**config.mk**
```make
export PLATFORM = sky130hd
export DESIGN_NAME = branch_update_unit_flat
export DESIGN_NICKNAME = d
export VERILOG_FILES = /design/src/rtl/branch_pkg.sv /design/src/rtl/branch_update_unit_if.sv /design/src/rtl/btb_update_fifo.sv /design/src/rtl/branch_update_unit.sv /design/src/flat_wrapper.sv
export SDC_FILE = /design/constraint.sdc
export NUM_CORES = 1
export LEC_CHECK = 0
export CAP_MARGIN = 0
export CORE_MARGIN = 2
export CORE_UTILIZATION = 40
export DETAILED_ROUTE_END_ITERATION = 16
export SLEW_MARGIN = 10
export SYNTH_ARGS = -nofsm -noshare
export SYNTH_HDL_FRONTEND = slang
export SYNTH_SLANG_ARGS = --single-unit
```
**constraint.sdc**
```tcl
create_clock -name clk -period 8 [get_ports clk]
set_input_delay 2 -clock clk [delete_from_list [all_inputs] [get_ports clk]]
set_output_delay 2 -clock clk [all_outputs]
set_load 0.02 [all_outputs]
```
**src/rtl/branch_pkg.sv**
```systemverilog
// Shared types and constants for the branch update unit and its BTB training queue.
package branch_pkg;

  localparam int BTB_ADDR_WIDTH         = 26;
  localparam int BRANCH_FALLTHROUGH_INC = 4;

  typedef struct packed {
    logic [BTB_ADDR_WIDTH-1:0] pc;
    logic [BTB_ADDR_WIDTH-1:0] target;
  } btb_update_t;

endpackage

```
**src/rtl/branch_update_unit_if.sv**
```systemverilog
// Bundle of the execute-side resolution, fetch redirect, BTB write and statistics signals.
interface branch_update_unit_if #(
  parameter int ADDR_WIDTH = 26,
  parameter int CNT_WIDTH  = 32
);
  logic                  i_res_valid;
  logic [ADDR_WIDTH-1:0] i_res_pc;
  logic                  i_res_taken;
  logic [ADDR_WIDTH-1:0] i_res_target;
  logic                  i_pred_hit;
  logic [ADDR_WIDTH-1:0] i_pred_target;
  logic                  o_res_ready;
  logic                  o_redirect;
  logic [ADDR_WIDTH-1:0] o_redirect_pc;
  logic                  i_btb_busy;
  logic                  o_btb_we;
  logic [ADDR_WIDTH-1:0] o_btb_pc;
  logic [ADDR_WIDTH-1:0] o_btb_target;
  logic [CNT_WIDTH-1:0]  o_branch_count;
  logic [CNT_WIDTH-1:0]  o_mispredict_count;

  modport slave (
    input  i_res_valid, i_res_pc, i_res_taken, i_res_target, i_pred_hit, i_pred_target, i_btb_busy,
    output o_res_ready, o_redirect, o_redirect_pc, o_btb_we, o_btb_pc, o_btb_target,
           o_branch_count, o_mispredict_count
  );

  modport master (
    output i_res_valid, i_res_pc, i_res_taken, i_res_target, i_pred_hit, i_pred_target, i_btb_busy,
    input  o_res_ready, o_redirect, o_redirect_pc, o_btb_we, o_btb_pc, o_btb_target,
           o_branch_count, o_mispredict_count
  );
endinterface

```
**src/rtl/btb_update_fifo.sv**
```systemverilog
// Small power-of-two FIFO holding pending BTB training writes; head is read straight from storage.
module btb_update_fifo #(
  parameter int DEPTH = 4,
  parameter int W     = 52
) (
  input  logic         clk,
  input  logic         rst,
  input  logic         push,
  input  logic         pop,
  input  logic [W-1:0] din,
  output logic         full,
  output logic         empty,
  output logic [W-1:0] head
);
  localparam int PW = $clog2(DEPTH);

  logic [W-1:0]  mem_r [DEPTH];
  logic [PW-1:0] wr_ptr_r;
  logic [PW-1:0] rd_ptr_r;
  logic [PW:0]   count_r;
  logic          push_ok_s;
  logic          pop_ok_s;

  // Push is refused while full even if the head pops in the same cycle.
  always_comb begin
    full      = (count_r == (PW+1)'(DEPTH));
    empty     = (count_r == {(PW+1){1'b0}});
    push_ok_s = push & ~full;
    pop_ok_s  = pop & ~empty;
    head      = mem_r[rd_ptr_r];
  end

  // Pointer and occupancy bookkeeping; pointers wrap naturally at DEPTH.
  always_ff @(posedge clk) begin
    if (rst) begin
      wr_ptr_r <= {PW{1'b0}};
      rd_ptr_r <= {PW{1'b0}};
      count_r  <= {(PW+1){1'b0}};
    end else begin
      if (push_ok_s) wr_ptr_r <= wr_ptr_r + PW'(1);
      if (pop_ok_s)  rd_ptr_r <= rd_ptr_r + PW'(1);
      case ({push_ok_s, pop_ok_s})
        2'b10:   count_r <= count_r + (PW+1)'(1);
        2'b01:   count_r <= count_r - (PW+1)'(1);
        default: count_r <= count_r;
      endcase
    end
  end

  // Entry storage.
  always_ff @(posedge clk) begin
    if (push_ok_s) mem_r[wr_ptr_r] <= din;
  end
endmodule

```
**src/rtl/branch_update_unit.sv**
```systemverilog
// Checks resolved branches against their fetch-time BTB prediction, redirects fetch on
// mispredict, keeps statistics and queues BTB training writes.
module branch_update_unit
  import branch_pkg::*;
#(
  parameter int ADDR_WIDTH = 26,
  parameter int FIFO_DEPTH = 4,
  parameter int CNT_WIDTH  = 32
) (
  input logic                clk,
  input logic                rst,
  branch_update_unit_if.slave bus
);
  logic [ADDR_WIDTH-1:0]   fall_through_s;
  logic [ADDR_WIDTH-1:0]   pred_next_s;
  logic [ADDR_WIDTH-1:0]   actual_next_s;
  logic                    accept_s;
  logic                    mispredict_s;
  logic                    push_s;
  logic                    full_s;
  logic                    empty_s;
  logic                    btb_we_s;
  logic [2*ADDR_WIDTH-1:0] head_s;
  logic                    redirect_r;
  logic [ADDR_WIDTH-1:0]   redirect_pc_r;
  logic [CNT_WIDTH-1:0]    branch_cnt_r;
  logic [CNT_WIDTH-1:0]    mispredict_cnt_r;

  // Resolutions arriving during a redirect are wrong-path and are ignored entirely.
  always_comb begin
    fall_through_s = bus.i_res_pc + ADDR_WIDTH'(BRANCH_FALLTHROUGH_INC);
    pred_next_s    = bus.i_pred_hit  ? bus.i_pred_target : fall_through_s;
    actual_next_s  = bus.i_res_taken ? bus.i_res_target  : fall_through_s;
    accept_s       = bus.i_res_valid & ~full_s & ~redirect_r & ~rst;
    mispredict_s   = accept_s & (pred_next_s != actual_next_s);
    push_s         = accept_s & bus.i_res_taken &
                     (~bus.i_pred_hit | (bus.i_pred_target != bus.i_res_target));
    btb_we_s       = ~empty_s & ~bus.i_btb_busy & ~rst;
  end

  btb_update_fifo #(
    .DEPTH (FIFO_DEPTH),
    .W     (2*ADDR_WIDTH)
  ) u_fifo (
    .clk   (clk),
    .rst   (rst),
    .push  (push_s),
    .pop   (btb_we_s),
    .din   ({bus.i_res_pc, bus.i_res_target}),
    .full  (full_s),
    .empty (empty_s),
    .head  (head_s)
  );

  // Redirect pulse, redirect target and saturating statistics.
  always_ff @(posedge clk) begin
    if (rst) begin
      redirect_r       <= 1'b0;
      redirect_pc_r    <= {ADDR_WIDTH{1'b0}};
      branch_cnt_r     <= {CNT_WIDTH{1'b0}};
      mispredict_cnt_r <= {CNT_WIDTH{1'b0}};
    end else begin
      redirect_r <= mispredict_s;
      if (mispredict_s) redirect_pc_r <= actual_next_s;
      if (accept_s && (branch_cnt_r != {CNT_WIDTH{1'b1}}))
        branch_cnt_r <= branch_cnt_r + CNT_WIDTH'(1);
      if (mispredict_s && (mispredict_cnt_r != {CNT_WIDTH{1'b1}}))
        mispredict_cnt_r <= mispredict_cnt_r + CNT_WIDTH'(1);
    end
  end

  assign bus.o_res_ready        = ~full_s & ~rst;
  assign bus.o_redirect         = redirect_r;
  assign bus.o_redirect_pc      = redirect_pc_r;
  assign bus.o_btb_we           = btb_we_s;
  assign bus.o_btb_pc           = head_s[2*ADDR_WIDTH-1:ADDR_WIDTH];
  assign bus.o_btb_target       = head_s[ADDR_WIDTH-1:0];
  assign bus.o_branch_count     = branch_cnt_r;
  assign bus.o_mispredict_count = mispredict_cnt_r;
endmodule

```
**src/flat_wrapper.sv**
```systemverilog
// flat-port wrapper written by rule: the top's interface ports become plain ports
module branch_update_unit_flat import branch_pkg::*;
#(
  parameter int ADDR_WIDTH = 26,
  parameter int FIFO_DEPTH = 4,
  parameter int CNT_WIDTH  = 32
)
  (clk, rst, bus_i_res_valid, bus_i_res_pc, bus_i_res_taken, bus_i_res_target, bus_i_pred_hit, bus_i_pred_target, bus_i_btb_busy, bus_o_res_ready, bus_o_redirect, bus_o_redirect_pc, bus_o_btb_we, bus_o_btb_pc, bus_o_btb_target, bus_o_branch_count, bus_o_mispredict_count);
  branch_update_unit_if #(.ADDR_WIDTH(ADDR_WIDTH), .CNT_WIDTH(CNT_WIDTH)) bus_i ();
  input logic clk;
  input logic rst;
  input wire logic [$bits(bus_i.i_res_valid)-1:0] bus_i_res_valid;
  input wire logic [$bits(bus_i.i_res_pc)-1:0] bus_i_res_pc;
  input wire logic [$bits(bus_i.i_res_taken)-1:0] bus_i_res_taken;
  input wire logic [$bits(bus_i.i_res_target)-1:0] bus_i_res_target;
  input wire logic [$bits(bus_i.i_pred_hit)-1:0] bus_i_pred_hit;
  input wire logic [$bits(bus_i.i_pred_target)-1:0] bus_i_pred_target;
  input wire logic [$bits(bus_i.i_btb_busy)-1:0] bus_i_btb_busy;
  output wire logic [$bits(bus_i.o_res_ready)-1:0] bus_o_res_ready;
  output wire logic [$bits(bus_i.o_redirect)-1:0] bus_o_redirect;
  output wire logic [$bits(bus_i.o_redirect_pc)-1:0] bus_o_redirect_pc;
  output wire logic [$bits(bus_i.o_btb_we)-1:0] bus_o_btb_we;
  output wire logic [$bits(bus_i.o_btb_pc)-1:0] bus_o_btb_pc;
  output wire logic [$bits(bus_i.o_btb_target)-1:0] bus_o_btb_target;
  output wire logic [$bits(bus_i.o_branch_count)-1:0] bus_o_branch_count;
  output wire logic [$bits(bus_i.o_mispredict_count)-1:0] bus_o_mispredict_count;
  assign bus_i.i_res_valid = bus_i_res_valid;
  assign bus_i.i_res_pc = bus_i_res_pc;
  assign bus_i.i_res_taken = bus_i_res_taken;
  assign bus_i.i_res_target = bus_i_res_target;
  assign bus_i.i_pred_hit = bus_i_pred_hit;
  assign bus_i.i_pred_target = bus_i_pred_target;
  assign bus_i.i_btb_busy = bus_i_btb_busy;
  assign bus_o_res_ready = bus_i.o_res_ready;
  assign bus_o_redirect = bus_i.o_redirect;
  assign bus_o_redirect_pc = bus_i.o_redirect_pc;
  assign bus_o_btb_we = bus_i.o_btb_we;
  assign bus_o_btb_pc = bus_i.o_btb_pc;
  assign bus_o_btb_target = bus_i.o_btb_target;
  assign bus_o_branch_count = bus_i.o_branch_count;
  assign bus_o_mispredict_count = bus_i.o_mispredict_count;
  branch_update_unit #(.ADDR_WIDTH(ADDR_WIDTH), .FIFO_DEPTH(FIFO_DEPTH), .CNT_WIDTH(CNT_WIDTH)) u_core (.clk(clk), .rst(rst), .bus(bus_i));
endmodule
```
Yosys cells after proc, flatten, opt, wreduce, memory -nomap -nowiden
Memory sizes are Yosys's and may differ from the RTL's. A register that Yosys moved wholly into a read port is not among the register bits.
Cells that the tools add are included.
{"block": "op_classes", "addsub": 7, "n_eq_ne": 7, "muxes": 7, "n_bitwise": 18, "reduce_logical": 4}
{"cell": "$add 32x1->32 const B", "count": 2}
{"cell": "$ne 32x32->1 const B", "count": 2}
{"cell": "$mux 26", "count": 2}
{"cell": "$ne 26x26->1", "count": 2}
{"cell": "$add 26x3->26 const B", "count": 1}
{"cell": "$and 1x1->1", "count": 11}
{"cell": "$not 1->1", "count": 6}
{"cell": "$pmux 3 s2", "count": 1}
{"cell": "$add 2x1->2 const B", "count": 2}
{"cell": "$mux 2", "count": 2}
{"cell": "$add 3x1->3 const B", "count": 1}
{"cell": "$eq 3x3->1 const B", "count": 1}
{"cell": "$logic_not 3->1", "count": 1}
{"cell": "$sub 3x1->3 const B", "count": 1}
{"cell": "$eq 2x1->1 const B", "count": 1}
{"cell": "$eq 2x2->1 const B", "count": 1}
{"cell": "$logic_and 1x1->1", "count": 2}
{"cell": "$mux 1", "count": 2}
{"cell": "$reduce_bool 2->1", "count": 1}
{"cell": "$or 1x1->1", "count": 1}
{"block": "word_totals", "reg_bits": 98, "mem_bits_rw": 208, "output_inout_bits": 145, "n_memories": 1}
{"name": "u_core.u_fifo.mem_r", "words": 4, "width": 52, "rd": 1, "rd_ports_with_merged_regs": 1, "write_ports": 1, "line": "btb_update_fifo.sv:17", "source": "logic [W-1:0] mem_r [DEPTH];"}

Depth between registers and ports, before layout
Gate-level depths: netlist of run 1.
{"block": "logic_depth", "ltp_word": 10, "ltp_mapped": 15, "depth_no_buf": 13}

Modules after synthesis
From an unflattened synthesis of run 1, not the netlist that was laid out.
{"block": "unflattened", "hier_cells": 1198, "hier_area_um2": 14749.1}
{"mod": "btb_update_fifo", "n_inst": 1, "cells_each": 326, "area_each_um2": 8040.2, "seq_area_each_um2": 6426.2}
{"mod": "branch_update_unit", "n_inst": 1, "cells_each": 872, "area_each_um2": 6708.9, "seq_area_each_um2": 1821.7}

Least setup slack after synthesis of run 1
Ideal clock, no wire load.
{"block": "synth_timing", "kind": "input-to-output", "startpoint": "input port rst", "endpoint": "output port bus_o_btb_we", "arrival_time_ns": 3.115, "required_ns": 6.000, "slack_ns": 2.885, "path_stages": 4, "path_cell_list": "clkbuf_1 > clkbuf_1 > clkbuf_1 > nor3_1"}
{"block": "synth_via", "elab_chain_cells": 2}
{"item": "start, declared", "line": "flat_wrapper.sv:11", "source": "input logic rst;"}
{"item": "$not 1->1", "line": "branch_update_unit.sv:38", "source": "btb_we_s = ~empty_s & ~bus.i_btb_busy & ~rst;"}
{"item": "$and 1x1->1", "line": "branch_update_unit.sv:38"}
{"item": "end, declared", "line": "flat_wrapper.sv:22", "source": "output wire logic [$bits(bus_i.o_btb_we)-1:0] bus_o_btb_we;"}
Every way passes these cells.

Worst setup path in the final report of run 1
{"block": "layout_timing", "startpoint": "input port bus_i_res_pc[4]", "endpoint": "register u_core.redirect_pc_r[9], in the netlist u_core.bus.o_redirect_pc[9]"}
{"block": "layout_via", "elab_chain_cells": 4, "elab_cells_between_ends": 5, "cone_classes": "add/sub: 1; eq/ne: 1; mux: 2; bitwise: 1"}
{"item": "start, declared", "line": "flat_wrapper.sv:13", "source": "input wire logic [$bits(bus_i.i_res_pc)-1:0] bus_i_res_pc;"}
{"item": "$add 26x3->26 (*)", "line": "branch_update_unit.sv:31", "source": "fall_through_s = bus.i_res_pc + ADDR_WIDTH'(BRANCH_FALLTHROUGH_INC);"}
{"item": "$mux 26, on equally long branches", "line": "branch_update_unit.sv:32, branch_update_unit.sv:33"}
{"item": "$ne 26x26->1", "line": "branch_update_unit.sv:35", "source": "mispredict_s = accept_s & (pred_next_s != actual_next_s);"}
{"item": "$and 1x1->1", "line": "branch_update_unit.sv:35"}
{"item": "end signal, assigned", "line": "branch_update_unit.sv:59", "source": "redirect_pc_r <= {ADDR_WIDTH{1'b0}};"}
{"item": "end signal, assigned", "line": "branch_update_unit.sv:64", "source": "if (mispredict_s) redirect_pc_r <= actual_next_s;"}
{"item": "end, declared", "line": "branch_update_unit.sv:25", "source": "logic [ADDR_WIDTH-1:0] redirect_pc_r;"}
Mark *: on every way between the ends. The rest lies on a longest branch, timed or not.
A chain may end at the register's enable or synchronous reset.

==> results_dict.tcl, run 1 <==
set metrics [dict create \
    final.fill_count 3154 \
    worst_ir_drop_vdd_mv 0.124 \
    final_max_slew_viol_count 0 \
    dr_iter_0_viols 646 \
    synth_fp_nets 1238 \
    synth_sequential_area_ratio_pct 57.2 \
    most_used_routing_layer "met2" \
    path_class "input pin to flip-flop" \
    timing.critical_path.mode_cell "sky130_fd_sc_hd__nor2_4" \
    worst_slew_pin_slew_ps 901 \
    power_density_nw_per_um2 200 \
    grt_first_pass_wirelength_mm 61.8 \
    netlist_area_sq_um 14400 \
    grt_overflow_total 0 \
    num_clock_sinks 308 \
    start_util_pct 40.6 \
    die-height_microns 194 \
    hpwlAfterDp_mm 28.0 \
    ys_ff_latch 308 \
    report.final.hold_viol_count 0 \
    cts_made_buffers 36 \
    cpPeakStageDelay_ps 810 \
    route.detailed.wl_per_inst_microns 22.2 \
    pre_cts_slack_ps 1260 \
    ys_async_sr_fraction_pct 0 \
    power.total_mw 3.63 \
    buffer_ports.inserted 228 \
    post_synth_inst_count 1145 \
    place.gp.congestion 0.872 \
    cp-start-kind "input pin" \
    final.setup.worst_slack_ps 1760 \
    outcome "finished, final reports clean" \
    met2_usage_pct 33.9 \
    finish.net_count 1446 \
    critical_path_peak_fanout 27 \
    portion_of_the_clock_cycle_consumed_by_the_worst_path_in_the_final_layout_pct 78.0 \
    clock-skew-final_ps 9.75 \
    ioPinCount 229 \
    global_route.usage.total_pct 21.3 \
    postRouteAntennaNets 0 \
    finalWorstPathRequiredPeriod_ps 6240 \
    clock_tree.htree_level_count 2 \
    ctsResizeCount 0 \
    p_leak_nw 5.83 \
    worstPathArrival_ps 6640 \
    finalSetupViolations 0 \
    synth.distinct_cells 76 \
    post_cts_hold_fix_bufs 0 \
    dpl.cell_count 1776 \
    post-route-cell-area_sq_um 18100 \
    floorplan.die_area_sq_um 37600 \
    drive_above_1_share_pct 9.64 \
    slowest_stage_cell_on_the_critical_path "sky130_fd_sc_hd__clkdlybuf4s50_1" \
    cts.root.buffer_cell "sky130_fd_sc_hd__clkbuf_16" \
    slew_headroom_pct 39.4 \
    via_per_inst 5.50 \
    worst-endpoint-required_ps 8400 \
    clkSlewWorstSetupHoldPaths_ps 60 \
    max_cap_viols 0 \
    gr-usage-met3_pct 6.30 \
    syn_to_final_growth_pct 25.7 \
    synth_flop_cell "sky130_fd_sc_hd__edfxtp_1" \
    design.core.area_sq_um 35600 \
    die_w_microns 194 \
    endpoint_class_of_the_critical_path "flip-flop" \
    detailedRoute.firstPassIterationCount 5 \
    drcViolationCount 0 \
    max_freq_mhz 160 \
    grt_max_degree 80 \
    synthesis.yosys.warnings 0 \
    cell_by_cell_trace_of_the_critical_path "clkdlybuf4s50_1 -> nand3_1 -> nor4_1 -> mux2_2 -> a2111oi_2 -> a41oi_1 -> nor4b_1 -> nand4_1 -> nor2_4 -> nor2_4 -> mux2_1" \
    finalWirelength_mm 40.8 \
    tritoncts "yes" \
    instances_no_fill 1842 \
    detailroute.via_count 10100 \
    grt_pass1_vias 9998 \
    post-cts-setup-buffers 0 \
    number_of_synthesized_flops_with_an_enable_pin 208 \
    worst_hold_path_type "flip-flop to flip-flop" \
    finalSetupTns_ps 0 \
    placement.cell_area_sq_um 17100 \
    grt_met1_usage_pct 29.2 \
    cts.path.max_buffers 3 \
    clkLatencyLatePin_ps 520 \
    number_of_rows_created_at_floorplan 69 \
    grt_antenna_before_repair 3 \
    rsz0062_at_grt "false" \
    synth.avg_cell_area_sq_um 12.6 \
]
[where the power goes]
group	total, mW	internal (mW)	switching [mW]	leakage, nW
logic	0.380	0.165	0.214	2.62
clock network	1.52	0.888	0.629	0.527
registers	1.74	1.72	0.0149	2.69
[per-layer routing]
metal / share of wire (%) / wire [microns]
met1: 44 / 17800
met2: 46 / 18900
met5: 0.039 / 16
met4: 1.8 / 715
met3: 8.4 / 3430
[cell type report]
class                   instances  area [sq um]  share of cell area (%)
repair buffers                237          2340                    12.9
flip-flops and latches        308          8260                    45.5
multi-input cells             753          5820                    32.1
diodes                          2          5.00                  0.0276
inverters                      17          63.8                   0.352
clock inverters                13           101                   0.559
well taps                     461           577                    3.18
clock buffers                  51           978                    5.39
[state kept, by name, indices dropped and copies added, names as in the netlist, named ones only]
signal                         cells
u_core.bus.o_branch_count         32
u_core.bus.o_mispredict_count     32
u_core.bus.o_redirect              1
u_core.bus.o_redirect_pc          26
u_core.u_fifo.count_r              3
u_core.u_fifo.mem_r              208
u_core.u_fifo.rd_ptr_r             2
u_core.u_fifo.wr_ptr_r             2
[cell usage in the layout (no fill, tap or decap), types with 21 or more instances in the layout]
master                            count
sky130_fd_sc_hd__clkdlybuf4s50_1    226
sky130_fd_sc_hd__edfxtp_1           208
sky130_fd_sc_hd__dfxtp_1             98
sky130_fd_sc_hd__nor2_1              85
sky130_fd_sc_hd__nand2_1             82
sky130_fd_sc_hd__a21oi_1             57
sky130_fd_sc_hd__xnor2_1             54
sky130_fd_sc_hd__xor2_1              53
sky130_fd_sc_hd__mux4_2              52
sky130_fd_sc_hd__nand4_1             37
sky130_fd_sc_hd__clkbuf_16           37
sky130_fd_sc_hd__o21ai_0             30
sky130_fd_sc_hd__mux2i_1             28
sky130_fd_sc_hd__nand3_1             27
sky130_fd_sc_hd__or3_1               24
sky130_fd_sc_hd__nor3_1              21
[stage by stage]
step / hold slack (ps) / utilization [%]
2_1_floorplan: 472 / -
3_3_place_gp: 438 / 47.9
3_5_place_dp: 445 / 47.9
4_1_cts: 458 / 51.0
5_1_grt: 471 / 51.0
6_report: 455 / 51.0
[synth_stat cells (all sizes together) (4+ instances only)]
cell type	count	share of area, %
o31ai	16	0.87
o311ai	4	0.24
and2	15	0.65
a211oi	4	0.21
o41ai	4	0.24
nor2	87	2.3
nor2b	12	0.52
xor2	53	3.2
and4	10	0.61
inv	16	0.42
nand3	29	1.1
mux4	52	8.1
nor3	21	0.73
dfxtp	100	14
mux2i	28	1.9
edfxtp	208	43
and3	17	0.74
xnor3	6	0.94
nor4b	6	0.41
clkbuf	38	1.0
buf	29	1.1
or3	24	1.0
a2111oi	4	0.29
mux2	10	0.78
nand2b	8	0.35
nor4	16	0.84
ha	8	0.69
xnor2	54	3.3
or4	12	0.62
a21oi	57	2.0
nand4	38	1.8
nand2	82	2.1
o21ai	34	1.2
[cell families (layout without fill, tap and decap cells)]
kind of cell	Yosys count	in the layout	share of synthesized area, %
buf+inv	84	318	2.60
flops	308	308	57.2
fa+ha+maj	9	9	0.833
xor+xnor	113	113	7.43
mux	90	90	10.8
simple gates	390	390	14.5
compound gates	151	151	6.61
other cells	0	2	0
[worst max-delay path: cells and delay by family]
kind	cells	cell delay, ps
AND/OR/NAND/NOR	6	2530
buffers and inverters	1	810
multiplexers	2	790
AO/OA/AOI/OAI	2	490
[path summary, 6_finish.rpt]
kind                                 from                             to  slack (ps)  depth (start not counted)
max reg2reg  u_core.bus.o_branch_count[0]  u_core.bus.o_branch_count[29]        4690                         11
min reg2reg  u_core.bus.o_redirect_pc[19]   u_core.bus.o_redirect_pc[19]         460                          2
max                       bus_i_res_pc[4]    u_core.bus.o_redirect_pc[9]        1760                         11
min          u_core.bus.o_redirect_pc[19]   u_core.bus.o_redirect_pc[19]         460                          2
Note: power is estimated with default switching activity, not from simulation.
==> run 2, diff against run 1 <==
==> constraint.sdc (replaced) <==
create_clock -name clk -period 5 [get_ports clk]
set_input_delay 1.25 -clock clk [delete_from_list [all_inputs] [get_ports clk]]
set_output_delay 1.25 -clock clk [all_outputs]
set_load 0.02 [all_outputs]
==> run 2 against run 1 <==
  * Cell count grew 3.5%
  * Non-clock buffer count grew 67
  * Cell area grew 3.0%
  * Critical path depth grew 3
  * Utilization grew 1.6 points
  * Sequential power grew 60%
  * Critical path type unchanged
  * Largest power group unchanged
==> results_dict.tcl, run 2 (synthesis results as in run 1) <==
set metrics [dict create \
    num_clock_sinks 308 \
    p_int_mw 4.49 \
    wl_met1_mm 18.1 \
    worst_ir_drop_vdd_mv 0.176 \
    report.final.hold_viol_count 0 \
    tritoncts "yes" \
    finalWirelength_mm 41.5 \
    critical_path_peak_fanout 18 \
    ioPinCount 229 \
    buffer_ports.inserted 228 \
    start_util_pct 40.6 \
    largest_reg_flops 208 \
    hpwlAfterDp_mm 29.3 \
    max_freq_mhz 221 \
    worst-path-buf-inv 3 \
    finish.net_count 1512 \
    clkSlewWorstSetupHoldPaths_ps 50 \
    critPathTopFamily "simple AND/OR/NAND/NOR gates" \
    outcome "finished, final reports clean" \
    syn_to_final_growth_pct 29.6 \
    post_cts_hold_fix_bufs 0 \
    worstPathArrival_ps 4900 \
    detailedRoute.firstPassIterationCount 5 \
    cts.path.max_buffers 3 \
    crit_path_start "bus_i_res_pc[3]" \
    cp-start-kind "input pin" \
    grt_first_pass_wirelength_mm 62.6 \
    grt_overflow_total 0 \
    max_cap_viols 0 \
    drcViolationCount 0 \
    clock_power_share_pct 41.3 \
    cts_made_buffers 35 \
    rr_startpoint "u_core.bus.o_branch_count[0]" \
    portion_of_the_clock_cycle_consumed_by_the_worst_path_in_the_final_layout_pct 90.7 \
    power_frac_seq_pct 47.6 \
    clkLatencyLatePin_ps 510 \
    slowest_stage_cell_on_the_critical_path "sky130_fd_sc_hd__clkdlybuf4s50_1" \
    p_leak_nw 6.17 \
    rsz0062_at_grt "false" \
    mostFrequentLayoutCells "sky130_fd_sc_hd__clkdlybuf4s50_1, sky130_fd_sc_hd__edfxtp_1, sky130_fd_sc_hd__dfxtp_1, sky130_fd_sc_hd__nor2_1, sky130_fd_sc_hd__nand2_1" \
    postRouteAntennaNets 0 \
    cpPeakStageDelay_ps 640 \
    detailroute.via_count 10500 \
    power_density_nw_per_um2 313 \
    global_route.usage.total_pct 21.7 \
    clock_tree.htree_level_count 2 \
    route.met2.wl_mm 19.1 \
    number_of_rows_created_at_floorplan 69 \
    cell_by_cell_trace_of_the_critical_path "clkdlybuf4s50_1 -> ha_1 -> and4_1 -> nand4_1 -> or3_1 -> a211oi_1 -> a41oi_1 -> nor4b_1 -> nand4_1 -> nor2_4 -> buf_12 -> nor2_4 -> buf_4 -> mux2i_1" \
    p_sw_share_pct 23.3 \
    clock-skew-final_ps 19.1 \
    via_per_inst 5.50 \
    path_class "input pin to flip-flop" \
    grt_pass1_vias 10200 \
    floorplan.die_area_sq_um 37600 \
    worst_hold_path_type "flip-flop to flip-flop" \
    finalSetupTns_ps 0 \
    final_max_slew_viol_count 0 \
    die_w_microns 194 \
    mostFrequentLayoutCell "sky130_fd_sc_hd__clkdlybuf4s50_1" \
    die-height_microns 194 \
    grt_antenna_before_repair 5 \
    ctsResizeCount 0 \
    worst_slew_pin_slew_ps 951 \
    worst-endpoint-required_ps 5360 \
    largest_register "u_core.u_fifo.mem_r" \
    endpoint_class_of_the_critical_path "flip-flop" \
    final.fill_count 3157 \
    instances_no_fill 1907 \
    cts.root.buffer_cell "sky130_fd_sc_hd__clkbuf_16" \
    grt_max_degree 81 \
    dpl.cell_count 1843 \
    p_switching_mw 1.36 \
    finalWorstPathRequiredPeriod_ps 4530 \
    maxUsedRoutingLayer "met5" \
    share_comb_of_total_power_pct 11.2 \
    place.gp.congestion 0.926 \
    route.detailed.wl_per_inst_microns 21.8 \
    design.core.area_sq_um 35600 \
    post-cts-setup-buffers 0 \
    drive_above_1_share_pct 13.7 \
    hold_start "u_core.bus.o_redirect_pc[25]" \
    dr_iter_0_viols 717 \
    route.met3.wl_mm 3.42 \
    slew_headroom_pct 36.1 \
    finalSetupViolations 0 \
]
## run 2: cell types whose count changed in the layout (fill, tap and decap cells not counted), sizes merged
| cell | before | now |
|---|---|---|
| inv | 18 | 16 |
| clkbuf | 51 | 48 |
| buf | 11 | 78 |
| clkinv | 10 | 13 |
## run 2: final timing paths
kind | end | slack (ps) | depth (start not counted)
max reg2reg | u_core.bus.o_branch_count[27] | 1640 | 12
min reg2reg | u_core.bus.o_redirect_pc[25] | 460 | 2
max | u_core.bus.o_redirect_pc[21] | 470 | 14
min | u_core.bus.o_redirect_pc[25] | 460 | 2
## run 2: metal layers
metal  vias to the layer above  track usage (%)
met4                         6             5.08
met3                        66             6.12
met5                         -                0
met2                       369             34.1
met1                      5144             29.9
li1                       4896                -
## run 2: power by group through the flow
stage	Sequential, mW	Clock [mW]	Combinational, mW
3_5_place_dp	2.84	0	0.650
4_1_cts	2.78	2.46	0.653
3_3_place_gp	2.83	0	0.648
5_1_grt	2.78	2.57	0.693
6_report	2.78	2.41	0.652
2_1_floorplan	2.85	0	0.295
## run 2: cell type report
cell class | count | area [sq um] | area share [%]
clock buffers | 48 | 987 | 5.28
multi-input cells | 753 | 5820 | 31.1
inverters | 17 | 63.8 | 0.341
diodes | 2 | 5.00 | 0.0268
well taps | 461 | 577 | 3.09
clock inverters | 14 | 92.6 | 0.495
repair buffers | 304 | 2890 | 15.5
flip-flops and latches | 308 | 8260 | 44.2
## run 2: stage by stage
step           hold slack, ps  total power, mW  setup WS (ps)  instance area, sq um  util (%)
3_5_place_dp              443             3.49           7.33                 17600      49.5
5_1_grt                   485             6.05            259                 18700      52.5
6_report                  456             5.85            467                 18700      52.5
3_3_place_gp              442             3.48           55.2                 17600      49.5
2_1_floorplan             472             3.15            833                 14400         -
4_1_cts                   458             5.90            513                 18700      52.5
## run 2: worst reg2reg max path: stages (launching register included)
cell and delay (ps):
sky130_fd_sc_hd__dfxtp_1 400, sky130_fd_sc_hd__ha_1 220, sky130_fd_sc_hd__nand2_1 60, sky130_fd_sc_hd__or2_2 310
sky130_fd_sc_hd__or4_1 540, sky130_fd_sc_hd__o31ai_1 800, sky130_fd_sc_hd__nor4b_1 130, sky130_fd_sc_hd__buf_4 200
sky130_fd_sc_hd__nand2_1 130, sky130_fd_sc_hd__nor3_1 110, sky130_fd_sc_hd__nand4_1 110, sky130_fd_sc_hd__xor2_1 150
sky130_fd_sc_hd__nor2_1 50
==> run 3, diff against run 2 <==
--- a/config.mk
+++ b/config.mk
@@ -5,6 +5,7 @@
 export SDC_FILE = /design/constraint.sdc
 export NUM_CORES = 1
 export LEC_CHECK = 0
+export ABC_AREA = 1
 export CAP_MARGIN = 0
 export CORE_MARGIN = 2
 export CORE_UTILIZATION = 40
==> run 3 against run 2 <==
  * Utilization decreased by 0.77 points
  * Maximum frequency increased by 5.9%
  * Clock power increased by 7%
  * Cell area increased by 4.6%
  * Non-clock buffer count decreased by 34
  * Sequential power about the same
  * Combinational power increased by 4.6%
  * First-iteration DRC count increased by 17%
  * Global-route usage increased by 2.3 points
  * Power increased by 3.5%
  * Largest power group unchanged
==> results_dict.tcl, run 3 <==
set metrics [dict create \
    mostFrequentLayoutCells "sky130_fd_sc_hd__nand2_1, sky130_fd_sc_hd__nor2_1, sky130_fd_sc_hd__clkdlybuf4s50_1, sky130_fd_sc_hd__edfxtp_1, sky130_fd_sc_hd__inv_1" \
    p_leak_nw 7.47 \
    num_clock_sinks 308 \
    synth.avg_cell_area_sq_um 8.14 \
    buffer_ports.inserted 228 \
    post-cts-setup-buffers 0 \
    clock-skew-final_ps 19.7 \
    clkLatencyLatePin_ps 530 \
    final_max_slew_viol_count 0 \
    cts_made_buffers 35 \
    ctsResizeCount 0 \
    p_switching_mw 1.47 \
    design.core.area_sq_um 37800 \
    worst_slew_pin_slew_ps 899 \
    synth_top_area_share_pct 40.6 \
    place.gp.congestion 0.934 \
    mostFrequentLayoutCell "sky130_fd_sc_hd__nand2_1" \
    worst_ir_drop_vdd_mv 0.243 \
    max_cap_viols 0 \
    clkSlewWorstSetupHoldPaths_ps 60 \
    global_route.usage.total_pct 24.0 \
    netlist_top_cells_area "sky130_fd_sc_hd__edfxtp_1, sky130_fd_sc_hd__dfxtp_1, sky130_fd_sc_hd__nand2_1, sky130_fd_sc_hd__nor2_1, sky130_fd_sc_hd__o21ai_0" \
    p_sw_share_pct 24.3 \
    number_of_rows_created_at_floorplan 71 \
    grt_first_pass_wirelength_mm 75.5 \
    worst-endpoint-required_ps 5460 \
    grt_max_degree 75 \
    synth_fp_nets 1983 \
    clock_power_share_pct 42.7 \
    postRouteAntennaNets 0 \
    finalWorstPathRequiredPeriod_ps 4280 \
    finalSetupViolations 0 \
    synth_sequential_area_ratio_pct 53.6 \
    post-route-cell-area_sq_um 19500 \
    ioPinCount 229 \
    yosysTopAreaCell "sky130_fd_sc_hd__edfxtp_1" \
    slew_headroom_pct 39.9 \
    rsz0062_at_grt "false" \
    cts.root.buffer_cell "sky130_fd_sc_hd__clkbuf_16" \
    post-synth-top-count-cell "sky130_fd_sc_hd__nand2_1" \
    die-height_microns 200 \
    clock_tree.htree_level_count 2 \
    number_of_synthesized_flops_with_an_enable_pin 208 \
    route.detailed.wl_per_inst_microns 18.2 \
    worst_hold_path_type "flip-flop to flip-flop" \
    report.final.hold_viol_count 0 \
    drive_above_1_share_pct 5.96 \
    worstPathArrival_ps 4740 \
    tritoncts "yes" \
    grt_pass1_vias 13200 \
    ys_async_sr_fraction_pct 0 \
    die_w_microns 200 \
    p_int_mw 4.58 \
    endpoint_class_of_the_critical_path "flip-flop" \
    power_density_nw_per_um2 309 \
    path_class "input pin to flip-flop" \
    detailedRoute.firstPassIterationCount 7 \
    timing.critical_path.mode_cell "sky130_fd_sc_hd__nand2_1" \
    synth_flop_cell "sky130_fd_sc_hd__edfxtp_1" \
    cpPeakStageDelay_ps 690 \
    cp-start-kind "input pin" \
    hpwlAfterDp_mm 34.0 \
    netlist_area_sq_um 15400 \
    placement.cell_area_sq_um 18400 \
    grt_antenna_before_repair 6 \
    detailroute.via_count 13700 \
    outcome "finished, final reports clean" \
    critical_path_peak_fanout 54 \
    cts.path.max_buffers 3 \
    share_comb_of_total_power_pct 11.3 \
    finish.net_count 2213 \
    ys_ff_latch 308 \
    portion_of_the_clock_cycle_consumed_by_the_worst_path_in_the_final_layout_pct 85.6 \
    floorplan.die_area_sq_um 40100 \
    start_util_pct 40.8 \
    synth_top_cells_by_count "sky130_fd_sc_hd__nand2_1, sky130_fd_sc_hd__nor2_1, sky130_fd_sc_hd__edfxtp_1" \
    syn_to_final_growth_pct 27.0 \
    timing.reg2reg.setup_slack_ps 2190 \
    finalWirelength_mm 48.5 \
    cell_by_cell_trace_of_the_critical_path "clkdlybuf4s50_1 -> ha_1 -> nand2_2 -> nor2_4 -> nand2_2 -> nor2_2 -> nand2_1 -> nand2_1 -> nand3_1 -> nand2_1 -> nand3_1 -> nand2_1 -> nor2_1 -> nand2_1 -> nor2_2 -> nand2_4 -> buf_4 -> nand3_2 -> nand2_1 -> nand2_1 -> nor2_1" \
    grt_overflow_total 0 \
    largest_reg_flops 208 \
    synth.distinct_cells 42 \
    post_cts_hold_fix_bufs 0 \
    largest_register "u_core.u_fifo.mem_r" \
    max_freq_mhz 234 \
    synthesis.yosys.warnings 0 \
    dr_iter_0_viols 842 \
    finalSetupTns_ps 0 \
    slowest_stage_cell_on_the_critical_path "sky130_fd_sc_hd__clkdlybuf4s50_1" \
    drcViolationCount 0 \
    via_per_inst 5.15 \
    power_frac_seq_pct 46.0 \
    post_synth_inst_count 1890 \
]
## run 3: cell types whose count changed in the layout (fill, tap and decap cells not counted), sizes merged, moves of 36 or more
cell,change
nor2,+227
mux4,-52
o22ai,+62
nand3,+101
xnor2,-49
buf,-36
nand2,+368
inv,+184
o21ai,+130
## run 3: through the flow
| stage | power, mW | hold slack, ps | setup WS, ps | utilization [%] | std cells |
|---|---|---|---|---|---|
| after floorplan | 3.18 | 436 | -94.4 | - | 1890 |
| after global placement | 3.52 | 453 | 348 | 48.7 | 2594 |
| after detailed placement | 3.52 | 464 | 255 | 48.7 | 2594 |
| after CTS | 6.11 | 476 | 794 | 51.8 | 2658 |
| after global routing | 6.27 | 509 | 370 | 51.8 | 2658 |
| final | 6.05 | 470 | 721 | 51.8 | 2660 |
## run 3: final timing paths
path | start | end | cells past startpoint
max reg2reg | u_core.bus.o_mispredict_count[1] | u_core.bus.o_mispredict_count[1] | 15
max | bus_i_res_pc[2] | u_core.bus.o_mispredict_count[1] | 21
min reg2reg | u_core.u_fifo.rd_ptr_r[1] | u_core.u_fifo.rd_ptr_r[1] | 2
min | u_core.u_fifo.rd_ptr_r[1] | u_core.u_fifo.rd_ptr_r[1] | 2
## run 3: logic make-up after synthesis
| kind of cell | after synthesis | share of synthesized area (%) |
|---|---|---|
| adder cells (fa/ha/maj) | 9 | 0.781 |
| buffers and inverters | 277 | 7.09 |
| XOR/XNOR | 23 | 1.31 |
| AO/OA/AOI/OAI | 269 | 9.51 |
| AND/OR/NAND/NOR | 1004 | 27.7 |
| flip-flops | 308 | 53.6 |
## run 3: area by class of cell
class	count	area, sq um
fillers	3535	18200
flip-flops and latches	308	8250
multi-input cells	1305	6080
repair buffers	270	2660
clock buffers	45	955
inverters	200	751
well taps	511	639
clock inverters	19	205
diodes	2	5.00
## run 3: critical path: cells and delay by family
family / cells / cell delay, ps
and+or+nand+nor: 18 / 2020
buffers and inverters: 2 / 1150
adders and majority gates: 1 / 290
## run 3: per-layer routing
| layer | global-route usage, % | part of all wire (%) | vias up |
|---|---|---|---|
| li1 | - | - | 6780 |
| met1 | 31.8 | 43 | 6398 |
| met2 | 38.4 | 46 | 437 |
| met3 | 6.65 | 8.4 | 82 |
| met4 | 6.96 | 2.5 | 8 |
| met5 | 0 | 0.11 | - |
## run 3: power by group through the flow
stage          Clock, mW  Sequential, mW  Combinational (mW)
3_3_place_gp           0            2.84               0.677
4_1_cts             2.64            2.78               0.683
5_1_grt             2.74            2.79               0.745
3_5_place_dp           0            2.84               0.680
6_report            2.58            2.78               0.682
2_1_floorplan          0            2.86               0.319
